===== src/rtl/ext_freq_meter_ctrl.sv =====
`timescale 1ns/1ps
`default_nettype none
// ============================================================================
// Module      : ext_freq_meter_ctrl
// Description : Gated edge-count frequency meter for an external pin.
//               SIG_i is synchronised (two flops) and its rising edges are
//               detected. A measurement runs ARM -> GATE (exactly GATE_CYCLES
//               cycles) -> DONE. Rising edges seen during GATE are counted
//               with saturation, and the count is latched as RESULT_o
//               (edges per window).
// Parameters  : GATE_CYCLES - gate window length in CLK_IN cycles (>= 4)
//               CNT_W       - width of the edge counter and RESULT_o
// Ports       : CLK_IN    - system clock, all logic on its rising edge
//               RST_N_i   - synchronous active-low reset
//               SIG_i     - asynchronous external signal
//               START_i   - level, sampled in IDLE only, starts a measurement
//               ABORT_i   - level, cancels a measurement in ARM/GATE
//               BUSY_o    - high while in ARM or GATE
//               DONE_o    - one-cycle pulse in the DONE state
//               VALID_o   - RESULT_o holds a completed measurement
//               OVF_o     - edge counter saturated in the reported window
//               RESULT_o  - edge count of the last completed window
// Config      : FREQ_METER_AUTORUN_EN - when defined, DONE returns to ARM so
//               windows repeat back to back (two dead cycles: DONE, ARM).
//               When undefined, DONE returns to IDLE.
// Revision    : 1.0 - initial release
// ============================================================================
module ext_freq_meter_ctrl #(
    parameter int GATE_CYCLES = 32000000,
    parameter int CNT_W       = 16
) (
    input  logic             CLK_IN,
    input  logic             RST_N_i,
    input  logic             SIG_i,
    input  logic             START_i,
    input  logic             ABORT_i,
    output logic             BUSY_o,
    output logic             DONE_o,
    output logic             VALID_o,
    output logic             OVF_o,
    output logic [CNT_W-1:0] RESULT_o
);

    // Timer must hold GATE_CYCLES-1; GATE_CYCLES >= 4 keeps the width >= 2.
    localparam int              TMR_W      = $clog2(GATE_CYCLES);
    localparam logic [TMR_W-1:0] C_TMR_LOAD = TMR_W'(GATE_CYCLES - 1);

    typedef enum logic [1:0] {
        S_IDLE = 2'd0,
        S_ARM  = 2'd1,
        S_GATE = 2'd2,
        S_DONE = 2'd3
    } state_t;

    state_t           r_state;
    state_t           w_state_nxt;

    logic             r_sync0;
    logic             r_sync1;
    logic             r_last;
    logic             w_edge;

    logic [CNT_W-1:0] r_cnt;
    logic             r_ovf;
    logic [TMR_W-1:0] r_tmr;

    logic             r_busy;
    logic             r_done;
    logic             r_valid;
    logic             r_ovf_out;
    logic [CNT_W-1:0] r_result;

    assign w_edge = r_sync1 & ~r_last;

    // ------------------------------------------------------------------
    // State register
    // ------------------------------------------------------------------
    always_ff @(posedge CLK_IN) begin
        if (!RST_N_i) begin
            r_state <= S_IDLE;
        end else begin
            r_state <= w_state_nxt;
        end
    end

    // ------------------------------------------------------------------
    // Next-state logic; ABORT_i has priority over everything in ARM/GATE
    // ------------------------------------------------------------------
    always_comb begin
        w_state_nxt = r_state;
        case (r_state)
            S_IDLE: begin
                if (START_i) begin
                    w_state_nxt = S_ARM;
                end
            end
            S_ARM: begin
                if (ABORT_i) begin
                    w_state_nxt = S_IDLE;
                end else begin
                    w_state_nxt = S_GATE;
                end
            end
            S_GATE: begin
                if (ABORT_i) begin
                    w_state_nxt = S_IDLE;
                end else if (r_tmr == '0) begin
                    w_state_nxt = S_DONE;
                end
            end
            S_DONE: begin
`ifdef FREQ_METER_AUTORUN_EN
                w_state_nxt = S_ARM;
`else
                w_state_nxt = S_IDLE;
`endif
            end
            default: w_state_nxt = S_IDLE;
        endcase
    end

    // ------------------------------------------------------------------
    // Input synchroniser and edge history; runs in every state
    // ------------------------------------------------------------------
    always_ff @(posedge CLK_IN) begin
        if (!RST_N_i) begin
            r_sync0 <= 1'b0;
            r_sync1 <= 1'b0;
            r_last  <= 1'b0;
        end else begin
            r_sync0 <= SIG_i;
            r_sync1 <= r_sync0;
            r_last  <= r_sync1;
        end
    end

    // ------------------------------------------------------------------
    // Counter, gate timer and result registers
    // ------------------------------------------------------------------
    always_ff @(posedge CLK_IN) begin
        if (!RST_N_i) begin
            r_cnt     <= '0;
            r_ovf     <= 1'b0;
            r_tmr     <= '0;
            r_valid   <= 1'b0;
            r_ovf_out <= 1'b0;
            r_result  <= '0;
        end else begin
            case (r_state)
                S_ARM: begin
                    r_cnt <= '0;
                    r_ovf <= 1'b0;
                    r_tmr <= C_TMR_LOAD;
                end
                S_GATE: begin
                    // The edge seen on the last GATE cycle (timer at 0) is
                    // still counted; DONE then latches the final count.
                    if (w_edge) begin
                        if (&r_cnt) begin
                            r_ovf <= 1'b1;
                        end else begin
                            r_cnt <= r_cnt + CNT_W'(1);
                        end
                    end
                    if (r_tmr != '0) begin
                        r_tmr <= r_tmr - TMR_W'(1);
                    end
                end
                S_DONE: begin
                    r_result  <= r_cnt;
                    r_ovf_out <= r_ovf;
                    r_valid   <= 1'b1;
                end
                default: begin
                end
            endcase
        end
    end

    // ------------------------------------------------------------------
    // Status flags registered from the next state so they line up with
    // the state they describe and come out of reset low.
    // ------------------------------------------------------------------
    always_ff @(posedge CLK_IN) begin
        if (!RST_N_i) begin
            r_busy <= 1'b0;
            r_done <= 1'b0;
        end else begin
            r_busy <= (w_state_nxt == S_ARM) || (w_state_nxt == S_GATE);
            r_done <= (w_state_nxt == S_DONE);
        end
    end

    assign BUSY_o   = r_busy;
    assign DONE_o   = r_done;
    assign VALID_o  = r_valid;
    assign OVF_o    = r_ovf_out;
    assign RESULT_o = r_result;

endmodule
`default_nettype wire


===== config.mk =====
export PLATFORM = sky130hd
export DESIGN_NAME = ext_freq_meter_ctrl
export DESIGN_NICKNAME = d
export VERILOG_FILES = /design/src/rtl/ext_freq_meter_ctrl.sv
export SDC_FILE = /design/constraint.sdc
export NUM_CORES = 1
export LEC_CHECK = 0
export ABC_AREA = 0
export CAP_MARGIN = 20
export CORE_MARGIN = 2
export CORE_UTILIZATION = 39
export DETAILED_ROUTE_END_ITERATION = 12
export SKIP_CTS_REPAIR_TIMING = 1
export SKIP_LAST_GASP = 1
export SLEW_MARGIN = 20
export SYNTH_ARGS = -nofsm -noshare
export SYNTH_HDL_FRONTEND = slang
export SYNTH_SLANG_ARGS = --single-unit

===== constraint.sdc =====
create_clock -name CLK_IN -period 2.55 [get_ports CLK_IN]
set_clock_uncertainty 0.05 [all_clocks]
set_input_delay 0.255 -clock CLK_IN [delete_from_list [all_inputs] [get_ports CLK_IN]]
set_output_delay 0.255 -clock CLK_IN [all_outputs]
set_load 0.02 [all_outputs]

==> results of run 1 <==
==> kinds of logic after synthesis <==
family / share of synthesized area (%)
AO/OA/AOI/OAI: 19.3
XOR/XNOR: 3.74
adder cells (fa/ha/maj): 1.23
buffers and inverters: 3.62
flip-flops: 44.1
AND/OR/NAND/NOR: 27.9
==> power groups by stage <==
stage               sequential (mW)  clock, mW  combinational [mW]
floorplan                      1.12          0               0.194
global placement               1.12          0               0.292
detailed placement             1.12          0               0.296
CTS                            1.10      0.905               0.297
global route                   1.11      0.942               0.331
finish                         1.10      0.873               0.301
==> cell usage in the layout (no fill, tap or decap), types with 10 or more instances in the layout <==
master	count
nand3_1	11
nor2_1	32
o21ai_0	15
dfxtp_1	67
clkbuf_8	10
or4_1	13
clkdlybuf4s50_1	24
nand2_1	48
a21oi_1	31
buf_4	25
==> layer usage <==
layer	wire, um	vias up	track usage (%)
li1	-	1403	-
met1	3400	1302	22.0
met2	3400	46	29.8
met3	238	15	4.96
met4	140	0	7.46
met5	0	-	0
==> metrics by stage <==
stage / area, um^2 / setup TNS (ns) / hold slack (ns) / worst slack [ns]
5_1_grt: 3730 / -0.107 / 0.418 / -0.0856
2_1_floorplan: 3040 / 0 / 0.332 / 0.0658
3_3_place_gp: 3520 / 0 / 0.370 / 0.144
4_1_cts: 3710 / 0 / 0.396 / 0.0617
3_5_place_dp: 3520 / 0 / 0.377 / 0.0705
6_report: 3730 / 0 / 0.390 / 0.0736
==> critical path, cell delays in order, from the launching register on <==
cell	delay [ns]
dfxtp_1	0.35
inv_1	0.07
ha_1	0.18
or3b_4	0.42
or4_4	0.53
nor4_2	0.23
o21a_1	0.17
ha_1	0.22
and2_1	0.15
==> state kept, by name (all words and copies together) (netlist names) <==
register,count
r_cnt,16
r_last,1
r_ovf,1
r_sync0,1
RESULT_o,16
OVF_o,1
BUSY_o,1
r_tmr,25
r_state,2
DONE_o,1
r_sync1,1
VALID_o,1
==> area by class of cell <==
type                    count  area (um^2)
inverters                   8         30.0
flip-flops and latches     67         1340
fillers                   744         3920
clock buffers              11          141
well taps                 102          128
repair buffers             49          428
clock inverters             5         52.6
multi-input cells         267         1610
==> worst max path at each step <==
stage	startpoint	endpoint	slack, ns
global route	r_tmr[1]$_SDFFE_PN0P_	BUSY_o$_SDFF_PN0_	-0.09
global placement	r_tmr[1]$_SDFFE_PN0P_	BUSY_o$_SDFF_PN0_	0.14
detailed placement	r_tmr[1]$_SDFFE_PN0P_	BUSY_o$_SDFF_PN0_	0.07
floorplan	r_tmr[0]$_SDFFE_PN0P_	BUSY_o$_SDFF_PN0_	0.07
finish	r_tmr[1]$_SDFFE_PN0P_	BUSY_o$_SDFF_PN0_	0.07
CTS	r_tmr[1]$_SDFFE_PN0P_	BUSY_o$_SDFF_PN0_	0.06
==> out/results.md, run 1 <==
• **Core Util, Final** 48.7%
• **area leader, netlist** dfxtp_1
• **depth of the worst hold-timing path** 1
• **part of the Yosys area used for sequential elements** 44.1%
• **register-to-register setup slack** 0.07 ns
• **Die Wd** 92.3 um
• **mean cell area of the mapped netlist** 8.42 um^2
• **clock network fraction of design power** 38.4%
• **I/O Pins** 25
• **crit path kind** flop to flop
• **highest clock rate** 404 MHz
• **vertical die dimension** 92.3 um
• **dominant cell by count in the synthesized netlist** dfxtp_1
• **commonest register cell after synthesis** dfxtp_1
• **synthesized instance count** 361
• **Clock Root Buffer** clkbuf_8
• **DRC violations left** 0
• **number of antenna diodes** 0
• **max cap viols** 0
• **share of the synthesized area in the top cell type** 44.1%
• **Yosys Warn Count** 0
• **cts bufs inserted** 9
• **max-slew violation total from the final report** 0
• **HPWL after DPL** 4.95 mm
• **FF-to-FF path depth** 8
• **number of enable-type register cells in the synthesized netlist** 0
• **internal power** 1.67 mW
• **worst vdd rail ir drop** 265 uV
• **number of global-route vias before repair** 2617
• **fraction of layout cells with a size suffix above 1** 12.8%
• **number of distinct library cells after synthesis** 49
• **count of clock tree sinks** 67
• **result of the run** completed
• **shortest period the worst path allows** 2.48 ns
• **Die Outline Area** 8520 um^2
• **Seq pwr share** 48.4%
• **total congestion overflow** 0
• **crit end category** flop
• **Total Routed Length** 7.17 mm
• **combinational share of power** 13.2%
• **detailed router's first-iteration violation count** 89
• **Worst R2R End** BUSY_o$_SDFF_PN0_
• **Critical Path Fanout Max** 6
• **pin count of the biggest net entering global routing** 23
• **post-synthesis net count** 369
• **proportion of synthesized flip-flops having asynchronous set or reset** 0%
• **cell types occupying the most area after synthesis** dfxtp_1 (44%), nand2_1 (5.9%), a21oi_1 (5.1%), nor2_1 (4.0%), or4_1 (3.2%)
• **final hold vios** 0
• **area inside the core boundary** 7650 um^2
• **critical hold path startpoint** r_sync0$_SDFF_PN0_
• **worst path required time** 2.74 ns
• **maximum level of the CTS H-tree** 3
• **Total Routing Usage GR** 17.9%
• **leakage dissipation** 1.28 nW
• **initial antenna violation count** 0
• **critical path data arrival time** 2.66 ns
• **startpoint types** flop
• **final setup violation count** 0
• **First-pass DRT Iterations** 4
• **cell area power density** 611 nW/um^2
• **layout overhead on the synthesized area** 22.6%
• **row count** 32
• **most used standard cells in the synthesized netlist** dfxtp_1 (67), nand2_1 (48), nor2_1 (32)
• **Via-to-Cell Ratio** 5.43
• **clock input transition at the sequential cells of the worst setup and hold paths** 0.07 ns
• **Max-Slew Margin vs Limit** 62.1%
• **reported net switching power** 0.601 mW
• **hold endpoint** r_sync1$_SDFF_PN0_
• **number of synthesized register bits** 67
• **starting density of the core** 39.8%
• **post-synth design cell area** 3040 um^2
• **number of nets with antenna violations after detailed routing** 0
• **Port Buffer Count** 24
• **Slew @ Worst Pin** 0.567 ns
• **switching power share of the total** 26.4%
• **Period Utilization, post-route** 97.1%
• **mean routed wirelength per cell** 14.1 um
• **clock tree from TritonCTS** yes
• **post-layout power** 2.28 mW
• **via total after detailed routing** 2766
• **Skew-Pair Late Insertion Delay** 0.34 ns
• **Hold Path Class** flop to flop
• **placed cell count** 493
• **Non-Filler Instances** 509
• **CTS max path bufs** 2
• **weighted congestion reported at the end of routability-driven placement** 0.845
• **number of nets in the final layout** 410
• **unrepaired setup endpoints after global routing** yes
• **launch point of the worst reg-to-reg path** r_tmr[1]$_SDFFE_PN0P_
• **first-pass GRT wire length** 12.2 mm
Power figures use the tool's default switching activity.
==> run 2: changes to the inputs <==
--- a/config.mk
+++ b/config.mk
@@ -6,7 +6,7 @@
 export NUM_CORES = 1
 export LEC_CHECK = 0
 export ABC_AREA = 0
-export CAP_MARGIN = 20
+export CAP_MARGIN = 10
 export CORE_MARGIN = 2
 export CORE_UTILIZATION = 39
 export DETAILED_ROUTE_END_ITERATION = 12
==> results of run 2 <==
The final DEF is identical to that of run 1; final timing and power are the same.
==> run 3: changes to the inputs <==
--- a/config.mk
+++ b/config.mk
@@ -7,9 +7,12 @@
 export LEC_CHECK = 0
 export ABC_AREA = 0
 export CAP_MARGIN = 10
+export CELL_PAD_IN_SITES_DETAIL_PLACEMENT = 1
+export CELL_PAD_IN_SITES_GLOBAL_PLACEMENT = 1
 export CORE_MARGIN = 2
 export CORE_UTILIZATION = 39
 export DETAILED_ROUTE_END_ITERATION = 12
+export PLACE_DENSITY_LB_ADDON = 0.1
 export SKIP_CTS_REPAIR_TIMING = 1
 export SKIP_LAST_GASP = 1
 export SLEW_MARGIN = 20
==> run 3 against run 2 <==
Net effect:
- combinational power is essentially flat
- sequential power is essentially flat
- largest cell class unchanged
- power grew 0.29%
- highest routed layer unchanged
- non-clock buffer count is 2 higher
- clock power hardly changed
- first-iteration DRC count is 2.2% lower
- critical endpoint unchanged
- hold slack worse by 0.0027 ns
- final cell count rose by 0.39%
- via count increased by 1.2%
- wire length up 11%
==> out/results.md, run 3 (synthesis gave the netlist of run 1 again) <==
• **Hold Path Class** flop to flop, unchanged
• **reported net switching power** 0.608 mW, was 0.601 mW
• **most flop-heavy register** r_tmr, unchanged
• **crit end category** flop, unchanged
• **detailed router's first-iteration violation count** 87, was 89
• **Port Buffer Count** 24, unchanged
• **shortest period the worst path allows** 2.44 ns, was 2.48 ns
• **Max-Slew Margin vs Limit** 60.4%, was 62.1%
• **Met1 Wirelength** 4.05 mm, was 3.40 mm
• **fraction of layout cells with a size suffix above 1** 13.0%, was 12.8%
• **count of clock tree sinks** 67, unchanged
• **post-layout power** 2.28 mW, about the same
• **internal power** 1.67 mW, about the same
• **Seq pwr share** 48.4%, about the same
• **number of buffer and inverter stages on the critical path** 1, unchanged
• **I/O Pins** 25, unchanged
• **metal3 WL** 232 um, was 238 um
• **CTS max path bufs** 2, unchanged
• **row count** 32, unchanged
• **switching power share of the total** 26.7%, was 26.4%
• **total congestion overflow** 0, unchanged
• **number of flip-flops in the largest register** 25, unchanged
• **depth of the worst hold-timing path** 1, unchanged
• **worst path required time** 2.73 ns, was 2.74 ns
• **cell area power density** 610 nW/um^2, was 611 nW/um^2
• **Most common cell on crit path** ha_1, unchanged
• **Total Routed Length** 7.97 mm, was 7.17 mm
• **placed cell count** 495, was 493
• **clock tree from TritonCTS** yes, unchanged
• **cts bufs inserted** 9, unchanged
• **FF-to-FF path depth** 8, unchanged
• **number of global-route vias before repair** 2756, was 2617
• **Top Metal Used** met4, unchanged
• **# fillers** 928, was 744
• **total length of routed met2 wires** 3.62 mm, was 3.40 mm
• **first-pass GRT wire length** 13.9 mm, was 12.2 mm
• **Total Routing Usage GR** 20.4%, was 17.9%
• **initial antenna violation count** 0, unchanged
• **max cap viols** 0, unchanged
• **number of nets in the final layout** 412, was 410
• **Period Utilization, post-route** 95.7%, was 97.1%
• **starting density of the core** 39.8%, unchanged
• **clock input transition at the sequential cells of the worst setup and hold paths** 0.08 ns, was 0.07 ns
• **maximum level of the CTS H-tree** 3, unchanged
• **result of the run** completed, unchanged
• **unrepaired setup endpoints after global routing** yes, unchanged
• **cell-by-cell trace of the critical path** inv_1, ha_1, or3b_4, or4_4, nor4_2, o21a_1, ha_1, and2_1, unchanged
• **clock network fraction of design power** 38.3%, was 38.4%
• **Via-to-Cell Ratio** 5.48, was 5.43
• **Slew @ Worst Pin** 0.592 ns, was 0.567 ns
• **least setup slack across all paths after layout** 0.110 ns, was 0.0736 ns
• **number of nets with antenna violations after detailed routing** 0, unchanged
• **area inside the core boundary** 7650 um^2, unchanged
• **layout overhead on the synthesized area** 23.1%, was 22.6%
• **most frequent cells in the layout** dfxtp_1 (67), nand2_1 (48), nor2_1 (32), unchanged
• **cell area after placement** 3530 um^2, was 3520 um^2
• **crit path kind** flop to flop, unchanged
• **worst stage delay on the critical path** 0.54 ns, was 0.53 ns
• **setup slack after placement** 0.100 ns, was 0.0705 ns
• **mean routed wirelength per cell** 15.6 um, was 14.1 um
• **TNS Setup** 0 ns, unchanged
• **Die Outline Area** 8520 um^2, unchanged
• **Clock Root Buffer** clkbuf_8, unchanged
• **critical path data arrival time** 2.62 ns, was 2.66 ns
• **number of antenna diodes** 0, unchanged
• **Critical Path Fanout Max** 6, unchanged
• **final setup violation count** 0, unchanged
• **startpoint types** flop, unchanged
• **critical path's slowest cell** or4_4, unchanged
• **via total after detailed routing** 2799, was 2766
• **weighted congestion reported at the end of routability-driven placement** 0.784, was 0.845
• **leakage dissipation** 1.29 nW, was 1.28 nW
• **combinational share of power** 13.3%, was 13.2%
• **Skew-Pair Late Insertion Delay** 0.34 ns, about the same
• **HPWL after DPL** 5.73 mm, was 4.95 mm
• **DRC violations left** 0, unchanged
• **Largest delay share family, worst path** simple AND/OR/NAND/NOR gates, unchanged
• **total stage count of the critical path** 8, unchanged
• **post-route worst hold slack** 0.388 ns, was 0.390 ns
• **Die Wd** 92.3 um, unchanged
• **vertical die dimension** 92.3 um, unchanged
• **First-pass DRT Iterations** 4, unchanged
• **highest clock rate** 410 MHz, was 404 MHz
• **commonest non-fill, non-tap cell in the layout** dfxtp_1, unchanged
• **pin count of the biggest net entering global routing** 19, was 23
• **Core Util, Final** 49.0%, was 48.7%
• **worst vdd rail ir drop** 249 uV, was 265 uV
• **Non-Filler Instances** 511, was 509
• **Design Area, Final** 3740 um^2, was 3730 um^2
• **max-slew violation total from the final report** 0, unchanged
• **final hold vios** 0, unchanged
## run 3: cell types whose count changed in the layout (fill, tap and decap cells not counted)
| cell | before | now |
|---|---|---|
| o211ai_4 | 0 | 1 |
| a221oi_1 | 1 | 2 |
| a221oi_2 | 1 | 0 |
| buf_4 | 25 | 27 |
| o211ai_2 | 1 | 0 |
## run 3: metal layers
metal / global-route usage [%] / up-vias
met3: 4.80 / 7
met5: 0 / -
met4: 4.10 / 0
li1: - / 1402
met1: 29.5 / 1352
met2: 31.3 / 38
## run 3: layout make-up
| type | count | area, um^2 | share of cell area, % |
|---|---|---|---|
| multi-input combinational | 267 | 1610 | 42.9 |
| sequential | 67 | 1340 | 35.8 |
| timing repair buffer | 51 | 443 | 11.8 |
| clock buffer | 11 | 141 | 3.78 |
| tap | 102 | 128 | 3.41 |
| clock inverter | 5 | 52.6 | 1.40 |
| inverter | 8 | 30.0 | 0.802 |
## run 3: path summary, 6_finish.rpt
check	start	endpoint	slack [ns]
min	r_sync0$_SDFF_PN0_	r_sync1$_SDFF_PN0_	0.39
min reg2reg	r_sync0$_SDFF_PN0_	r_sync1$_SDFF_PN0_	0.39
max	r_tmr[1]$_SDFFE_PN0P_	BUSY_o$_SDFF_PN0_	0.11
max reg2reg	r_tmr[1]$_SDFFE_PN0P_	BUSY_o$_SDFF_PN0_	0.11
## run 3: power groups by stage
stage / Combinational [mW] / Sequential (mW) / Clock, mW
2_1_floorplan: 0.194 / 1.12 / 0
3_3_place_gp: 0.293 / 1.13 / 0
3_5_place_dp: 0.299 / 1.13 / 0
4_1_cts: 0.300 / 1.10 / 0.905
5_1_grt: 0.335 / 1.11 / 0.953
6_report: 0.303 / 1.10 / 0.875
## run 3: worst reg2reg max path, stage by stage (launching register included)
cell,delay [ns]
dfxtp_1,0.34
inv_1,0.06
ha_1,0.17
or3b_4,0.42
or4_4,0.54
nor4_2,0.22
o21a_1,0.15
ha_1,0.23
and2_1,0.15
